**src/rtl/game_pkg.sv**
```systemverilog
// Shared game constants and the hole-index type used by the mole LED driver, score display and button receiver.
// Pure declarations plus one combinational helper; no latency, no flow control.
package game_pkg;

    localparam int NUM_HOLES     = 4;
    localparam int DB_CYCLES_DEF = 16;
    localparam int SCORE_W       = 6;

    typedef logic [1:0] hole_idx_t;

    // Lowest set bit wins so that simultaneous hits report a deterministic hole.
    function automatic hole_idx_t lowest_hole(input logic [NUM_HOLES-1:0] v);
        hole_idx_t r;
        r = '0;
        for (int i = NUM_HOLES - 1; i >= 0; i--) begin
            if (v[i]) begin
                r = hole_idx_t'(i);
            end
        end
        return r;
    endfunction

endpackage

```
**src/rtl/mole_button_rx_if.sv**
```systemverilog
// Bundle between the player buttons / mole logic and the button receiver.
// Plain wires; latency and flow belong to the modules on either side.
interface mole_button_rx_if
    import game_pkg::*;
#(
    parameter int NUM_BTN = NUM_HOLES,
    parameter int CNT_W   = SCORE_W
) ();

    logic [NUM_BTN-1:0] button;
    logic [NUM_BTN-1:0] mole_onehot;
    logic               mole_valid;
    logic               round_clr;
    logic [NUM_BTN-1:0] btn_level;
    logic               hit_pulse;
    logic               miss_pulse;
    hole_idx_t          hit_idx;
    logic [CNT_W-1:0]   hit_cnt;

    modport master (
        output button, mole_onehot, mole_valid, round_clr,
        input  btn_level, hit_pulse, miss_pulse, hit_idx, hit_cnt
    );

    modport slave (
        input  button, mole_onehot, mole_valid, round_clr,
        output btn_level, hit_pulse, miss_pulse, hit_idx, hit_cnt
    );

endinterface

```
**src/rtl/btn_debounce.sv**
```systemverilog
// One button: 2-flop synchroniser, then a level that only moves after DB_CYCLES consecutive differing samples.
// Latency: level follows a clean raw edge DB_CYCLES+2 clocks after it is first sampled.
// No backpressure; free-running every clock.
module btn_debounce #(
    parameter int DB_CYCLES = 16
) (
    input  logic clk,
    input  logic reset,
    input  logic btn_raw,
    output logic level
);

    localparam int CW = $clog2(DB_CYCLES + 1);
    localparam logic [CW-1:0] CNT_LAST = CW'(DB_CYCLES - 1);

    logic          sync1_q, sync1_d;
    logic          sync2_q, sync2_d;
    logic [CW-1:0] cnt_q, cnt_d;
    logic          level_q, level_d;

    always_comb begin
        sync1_d = btn_raw;
        sync2_d = sync1_q;
        cnt_d   = '0;
        level_d = level_q;
        // Any sample agreeing with the current level restarts the count, so short glitches never land.
        if (sync2_q != level_q) begin
            if (cnt_q == CNT_LAST) begin
                level_d = sync2_q;
            end else begin
                cnt_d = cnt_q + 1'b1;
            end
        end
    end

    always_ff @(posedge clk or negedge reset) begin
        if (!reset) begin
            sync1_q <= 1'b0;
            sync2_q <= 1'b0;
            cnt_q   <= '0;
            level_q <= 1'b0;
        end else begin
            sync1_q <= sync1_d;
            sync2_q <= sync2_d;
            cnt_q   <= cnt_d;
            level_q <= level_d;
        end
    end

    assign level = level_q;

endmodule

```
**src/rtl/mole_button_rx.sv**
```systemverilog
// Debounces the player buttons, turns presses into events and scores them against the lit mole (hit/miss, hit count).
// Latency: pulse one clock after the debounced rising edge; HIT_LOCKOUT_EN adds per-mole hit lockout.
// No backpressure: pulses are single-cycle and must be consumed when they appear.
module mole_button_rx
    import game_pkg::*;
#(
    parameter int NUM_BTN   = NUM_HOLES,
    parameter int DB_CYCLES = DB_CYCLES_DEF,
    parameter int CNT_W     = SCORE_W
) (
    input  logic             clk,
    input  logic             reset,
    mole_button_rx_if.slave  bus
);

    logic [NUM_BTN-1:0] level;
    logic [NUM_BTN-1:0] level_dly_q, level_dly_d;
    logic               hit_pulse_q, hit_pulse_d;
    logic               miss_pulse_q, miss_pulse_d;
    hole_idx_t          hit_idx_q, hit_idx_d;
    logic [CNT_W-1:0]   hit_cnt_q, hit_cnt_d;
    logic [NUM_BTN-1:0] press;
    logic [NUM_BTN-1:0] hit_vec;
    logic               hit_any;
    logic               press_any;
`ifdef HIT_LOCKOUT_EN
    logic               lockout_q, lockout_d;
    logic [NUM_BTN-1:0] mole_prev_q, mole_prev_d;
    logic               mole_chg;
    logic               hit_ok;
`endif

    for (genvar i = 0; i < NUM_BTN; i++) begin : g_db
        btn_debounce #(.DB_CYCLES(DB_CYCLES)) u_db (
            .clk     (clk),
            .reset   (reset),
            .btn_raw (bus.button[i]),
            .level   (level[i])
        );
    end

    always_comb begin
        level_dly_d  = level;
        press        = level & ~level_dly_q;
        hit_vec      = press & bus.mole_onehot;
        hit_any      = bus.mole_valid & (|hit_vec);
        press_any    = bus.mole_valid & (|press);
        hit_pulse_d  = 1'b0;
        miss_pulse_d = 1'b0;
`ifdef HIT_LOCKOUT_EN
        mole_prev_d  = bus.mole_onehot;
        mole_chg     = (bus.mole_onehot != mole_prev_q);
        // A new mole pattern releases the lock in the same cycle it is seen.
        hit_ok       = hit_any & ~(lockout_q & ~mole_chg);
        hit_pulse_d  = hit_ok;
        if (hit_any) begin
            miss_pulse_d = ~hit_ok & bus.mole_valid & (|(press & ~bus.mole_onehot));
        end else begin
            miss_pulse_d = press_any;
        end
        lockout_d = lockout_q;
        if (bus.round_clr) begin
            lockout_d = 1'b0;
        end else if (hit_ok) begin
            lockout_d = 1'b1;
        end else if (mole_chg) begin
            lockout_d = 1'b0;
        end
`else
        hit_pulse_d  = hit_any;
        miss_pulse_d = press_any & ~hit_any;
`endif
        hit_idx_d = hit_pulse_d ? lowest_hole(hit_vec) : hit_idx_q;
        hit_cnt_d = hit_cnt_q;
        if (bus.round_clr) begin
            hit_cnt_d = '0;
        end else if (hit_pulse_d && (hit_cnt_q != '1)) begin
            hit_cnt_d = hit_cnt_q + 1'b1;
        end
    end

    always_ff @(posedge clk or negedge reset) begin
        if (!reset) begin
            level_dly_q  <= '0;
            hit_pulse_q  <= 1'b0;
            miss_pulse_q <= 1'b0;
            hit_idx_q    <= '0;
            hit_cnt_q    <= '0;
`ifdef HIT_LOCKOUT_EN
            lockout_q    <= 1'b0;
            mole_prev_q  <= '0;
`endif
        end else begin
            level_dly_q  <= level_dly_d;
            hit_pulse_q  <= hit_pulse_d;
            miss_pulse_q <= miss_pulse_d;
            hit_idx_q    <= hit_idx_d;
            hit_cnt_q    <= hit_cnt_d;
`ifdef HIT_LOCKOUT_EN
            lockout_q    <= lockout_d;
            mole_prev_q  <= mole_prev_d;
`endif
        end
    end

    assign bus.btn_level  = level;
    assign bus.hit_pulse  = hit_pulse_q;
    assign bus.miss_pulse = miss_pulse_q;
    assign bus.hit_idx    = hit_idx_q;
    assign bus.hit_cnt    = hit_cnt_q;

endmodule
```
**src/flat_wrapper.sv**
```systemverilog
// flat-port wrapper written by rule: the top's interface ports become plain ports
module mole_button_rx_flat import game_pkg::*;
#(
    parameter int NUM_BTN   = NUM_HOLES,
    parameter int DB_CYCLES = DB_CYCLES_DEF,
    parameter int CNT_W     = SCORE_W
)
  (clk, reset, bus_button, bus_mole_onehot, bus_mole_valid, bus_round_clr, bus_btn_level, bus_hit_pulse, bus_miss_pulse, bus_hit_idx, bus_hit_cnt);
  mole_button_rx_if #(.NUM_BTN(NUM_BTN), .CNT_W(CNT_W)) bus_i ();
  input  logic clk;
  input  logic reset;
  input wire logic [$bits(bus_i.button)-1:0] bus_button;
  input wire logic [$bits(bus_i.mole_onehot)-1:0] bus_mole_onehot;
  input wire logic [$bits(bus_i.mole_valid)-1:0] bus_mole_valid;
  input wire logic [$bits(bus_i.round_clr)-1:0] bus_round_clr;
  output wire logic [$bits(bus_i.btn_level)-1:0] bus_btn_level;
  output wire logic [$bits(bus_i.hit_pulse)-1:0] bus_hit_pulse;
  output wire logic [$bits(bus_i.miss_pulse)-1:0] bus_miss_pulse;
  output wire logic [$bits(bus_i.hit_idx)-1:0] bus_hit_idx;
  output wire logic [$bits(bus_i.hit_cnt)-1:0] bus_hit_cnt;
  assign bus_i.button = bus_button;
  assign bus_i.mole_onehot = bus_mole_onehot;
  assign bus_i.mole_valid = bus_mole_valid;
  assign bus_i.round_clr = bus_round_clr;
  assign bus_btn_level = bus_i.btn_level;
  assign bus_hit_pulse = bus_i.hit_pulse;
  assign bus_miss_pulse = bus_i.miss_pulse;
  assign bus_hit_idx = bus_i.hit_idx;
  assign bus_hit_cnt = bus_i.hit_cnt;
  mole_button_rx #(.NUM_BTN(NUM_BTN), .DB_CYCLES(DB_CYCLES), .CNT_W(CNT_W)) u_core (.clk(clk), .reset(reset), .bus(bus_i));
endmodule
```
**config.mk**
```make
export PLATFORM = sky130hd
export DESIGN_NAME = mole_button_rx_flat
export DESIGN_NICKNAME = d
export VERILOG_FILES = /design/src/rtl/game_pkg.sv /design/src/rtl/mole_button_rx_if.sv /design/src/rtl/btn_debounce.sv /design/src/rtl/mole_button_rx.sv /design/src/flat_wrapper.sv
export SDC_FILE = /design/constraint.sdc
export NUM_CORES = 1
export LEC_CHECK = 0
export BUFFER_PORTS_ARGS = -buffer_cell sky130_fd_sc_hd__buf_4
export CELL_PAD_IN_SITES_DETAIL_PLACEMENT = 0
export CELL_PAD_IN_SITES_GLOBAL_PLACEMENT = 2
export CORE_MARGIN = 4
export CORE_UTILIZATION = 40
export DETAILED_ROUTE_END_ITERATION = 8
export PLACE_DENSITY = 0.79
export SLEW_MARGIN = 20
export SYNTH_ARGS = -nofsm -noshare
export SYNTH_HDL_FRONTEND = slang
export SYNTH_SLANG_ARGS = --single-unit
```
**constraint.sdc**
```tcl
create_clock -name clk -period 4.2 [get_ports clk]
set_clock_uncertainty 0.05 [all_clocks]
set_input_delay 0.21 -clock clk [delete_from_list [all_inputs] [get_ports clk]]
set_output_delay 0.21 -clock clk [all_outputs]
set_load 0.1 [all_outputs]
```
==> impl_metrics.csv <==
group,metric,value,unit
sta,hold_ws,0.0892,ns
yosys,synth_area_leader_cell,"dfrtp_1",
sta,drv_slew,0,
run,maxCapViolCount,0,
worst_setup_path,cp.required,4.37,ns
yosys,synth-seq-cells,46,
sta,setup_violations,0,
global_routing,grt_start_max_net_pins,47,
power_and_ir_drop,ir_worst_vdd,0.156,mV
yosys,synthesis.area,1920,µm²
floorplanning,die-area,5980,µm²
global_routing,grt_util_met3,0.0313,
routing,drt_iter0_drc,55,
worst_setup_path,ff2ff_path_depth,5,
global_routing,grt_pass1_vias,1298,
global_routing,grt-ovfl-total,0,
clock_network,clk_pin_slew_worst_paths,0.08,ns
power_and_ir_drop,p_per_area,335,nW/µm²
clock_network,htreeDepth,2,
worst_setup_path,worst_setup_path_start_kind,"flip-flop",
yosys,synth.top_cell.area_share,0.599,
global_routing,grt_use_total,0.124,
sta,timing.fmax,576,MHz
global_routing,grt_pass1_wl,5930,µm
routing,wl,3260,µm
floorplanning,die_h,77.3,µm
final_layout,nNetsFinal,206,
sta,setup_tns,0,ns
worst_setup_path,cp_max_fo,6,
yosys,synth.distinct_cells,34,
floorplanning,start_util,0.427,
placed_design,io_buffers,25,
clock_network,cts_resized,0,
global_routing,use_met1,0.165,
global_routing,antenna_found_initial,0,
floorplanning,core_area,4500,µm²
final_layout,n_antenna_cell,0,
worst_setup_path,crit_path_start,"u_core.bus.hit_cnt[0]",
global_routing,busiest_layer,"met2",
sta,worstMarginPinSlew,0.574,ns
yosys,yosys_warnings,0,
routing,wl_per_cell,13.5,µm
routing,vias_per_cell,5.12,
yosys,synth_nets,175,
yosys,yosysMostFrequentCell,"dfrtp_1",
clock_network,clkLatencyLatePin,0.29,ns
placed_design,placed_cells,229,
worst_hold_path,hold_class,"in -> reg",
worst_hold_path,hold_depth,2,
worst_setup_path,critical_path_class,"reg -> reg",
routing,drc,0,
clock_network,clkSinkCount,46,
yosys,netlist_top_cells_area,"dfrtp_1, xor2_1, nor2_1, ha_1, nand3_1",
worst_setup_path,crit-reg2reg-capture,"u_core.bus.hit_cnt[3]",
final_layout,drive_above_1_share,0.217,
clock_network,cts.path.max_buffers,2,
final_layout,area.growth.synth_to_final,17.4,%
sta,post-route-period-util,0.413,
placed_design,dp.final_hpwl,2300,µm
floorplanning,ioPinCount,26,
routing,firstDrtPassIters,4,
worst_hold_path,holdPathEnd,"u_core.bus.hit_cnt[5]",
worst_setup_path,crit_arrival,1.90,ns
worst_hold_path,worstHoldStart,"bus_round_clr",
clock_network,tritoncts,"built",
clock_network,cts_root_buf,"clkbuf_8",
power_and_ir_drop,p_leak,1.16,nW
routing,ant_nets,0,
yosys,yosysSeqAreaShare,0.599,
floorplanning,fp.dieW,77.3,µm
clock_network,numCtsBuffers,5,
yosys,synth-edff-count,0,
worst_setup_path,end_kind,"flip-flop",
floorplanning,placementRows,24,
yosys,yosys-top-cells-count,"dfrtp_1, nor2_1, nand3_1, xor2_1, and2_1",
worst_setup_path,r2r_slack,2.46,ns
sta,setup_ws,2.46,ns
outcome,status,"finished clean",
final_layout,finalNonFillerCells,241,
worst_setup_path,rr_startpoint,"u_core.bus.hit_cnt[0]",
sta,hold_viol_final,0,
placed_design,gp_congestion,0.783,
sta,relSlewSlack,0.618,
yosys,synthFlopType,"dfrtp_1",
global_routing,use_met2,0.188,
sta,rsz0062_at_grt,"false",
yosys,syn_inst,158,
placed_design,dpl_worst_slack,2.49,ns
routing,routed-via-count,1233,
yosys,avgSynthCellArea,12.2,µm²
yosys,async_flop_share,1.00,
sta,period_needed,1.74,ns
==> routing by layer <==
| metal | share of wire | wire, µm |
|---|---|---|
| met1 | 0.48 | 1560 |
| met2 | 0.45 | 1460 |
| met3 | 0.055 | 178 |
| met4 | 0.016 | 53 |
| met5 | 0 | 0 |
==> repair_timing <==
item	4_1_cts	5_1_grt
hold buffers	5	0
hold endpoints to repair	50	0
setup buffers	0	0
==> cell families (layout without fill, tap and decap cells) <==
family          count (synthesis)  in the layout  synth area share
simple gates                   63             63             0.191
compound gates                 19             19            0.0709
buf+inv                         9             40            0.0293
mux                             4              4            0.0234
fa+ha+maj                       5              5            0.0325
flops                          46             46             0.599
xor+xnor                       12             12            0.0547
==> where the power goes <==
group | switching (mW) | internal [mW] | leakage [nW]
sequential | 0.00872 | 0.456 | 0.609
combinational | 0.0253 | 0.0203 | 0.508
clock | 0.131 | 0.115 | 0.0383
==> worst max path at each step <==
| stage | end | cells past startpoint |
|---|---|---|
| 2_1_floorplan | u_core.bus.hit_cnt[2] | 5 |
| 3_3_place_gp | u_core.bus.hit_cnt[3] | 5 |
| 3_5_place_dp | u_core.bus.hit_cnt[3] | 5 |
| 4_1_cts | u_core.bus.hit_cnt[3] | 5 |
| 5_1_grt | u_core.bus.hit_cnt[2] | 4 |
| 6_report | u_core.bus.hit_cnt[3] | 5 |
==> critical path: stages, from the launching register on <==
cell     delay [ns]
dfrtp_1        0.45
ha_1           0.27
and3_1         0.23
a31o_1         0.22
or3_1          0.31
a21oi_1        0.14
==> registers in the layout (all words and copies together) (netlist names) <==
| name | cells |
|---|---|
| u_core.bus.hit_pulse | 1 |
| u_core.g_db.u_db.cnt_q | 20 |
| u_core.g_db.u_db.level | 4 |
| u_core.bus.hit_cnt | 6 |
| u_core.g_db.u_db.sync2_q | 4 |
| u_core.g_db.u_db.sync1_q | 4 |
| u_core.bus.hit_idx | 2 |
| u_core.level_dly_q | 4 |
| u_core.bus.miss_pulse | 1 |
==> area by class of cell <==
type                    count  area (µm²)
clock buffers               7        76.3
fillers                   425        2250
inverters                   3        11.3
multi-input cells         103         716
flip-flops and latches     46        1150
well taps                  52        65.1
repair buffers             30         238
==> cells in the final DEF, fill, tap and decap left out <==
| cell | instances |
|---|---|
| nor3_1 | 1 |
| a31o_1 | 1 |
| nand4_1 | 1 |
| nand3b_2 | 1 |
| a21oi_2 | 1 |
| or3_1 | 1 |
| inv_1 | 3 |
| mux2_2 | 4 |
| nand2b_1 | 2 |
| a21oi_1 | 4 |
| nand4b_1 | 1 |
| nor2b_1 | 5 |
| and2_1 | 9 |
| and4_4 | 1 |
| a41oi_2 | 1 |
| ha_1 | 5 |
| clkbuf_8 | 5 |
| clkbuf_1 | 2 |
| and4b_1 | 1 |
| nand2_1 | 1 |
| nand3_1 | 12 |
| a32o_1 | 1 |
| a311oi_1 | 1 |
| dfrtp_1 | 46 |
| o21ai_0 | 8 |
| buf_4 | 25 |
| nand3b_1 | 2 |
| a311oi_2 | 1 |
| dlygate4sd3_1 | 5 |
| nand3b_4 | 1 |
| nor2_1 | 17 |
| xor2_1 | 12 |
| and3_1 | 6 |
| or4_1 | 1 |
| a31o_2 | 1 |
==> through the flow <==
stage / instance area [µm²] / util / power, mW
2_1_floorplan: 1920 / - / 0.493
3_3_place_gp: 2130 / 0.473 / 0.515
3_5_place_dp: 2130 / 0.473 / 0.517
4_1_cts: 2260 / 0.501 / 0.774
5_1_grt: 2260 / 0.501 / 0.801
6_report: 2260 / 0.501 / 0.757
Power figures use the tool's default switching activity.
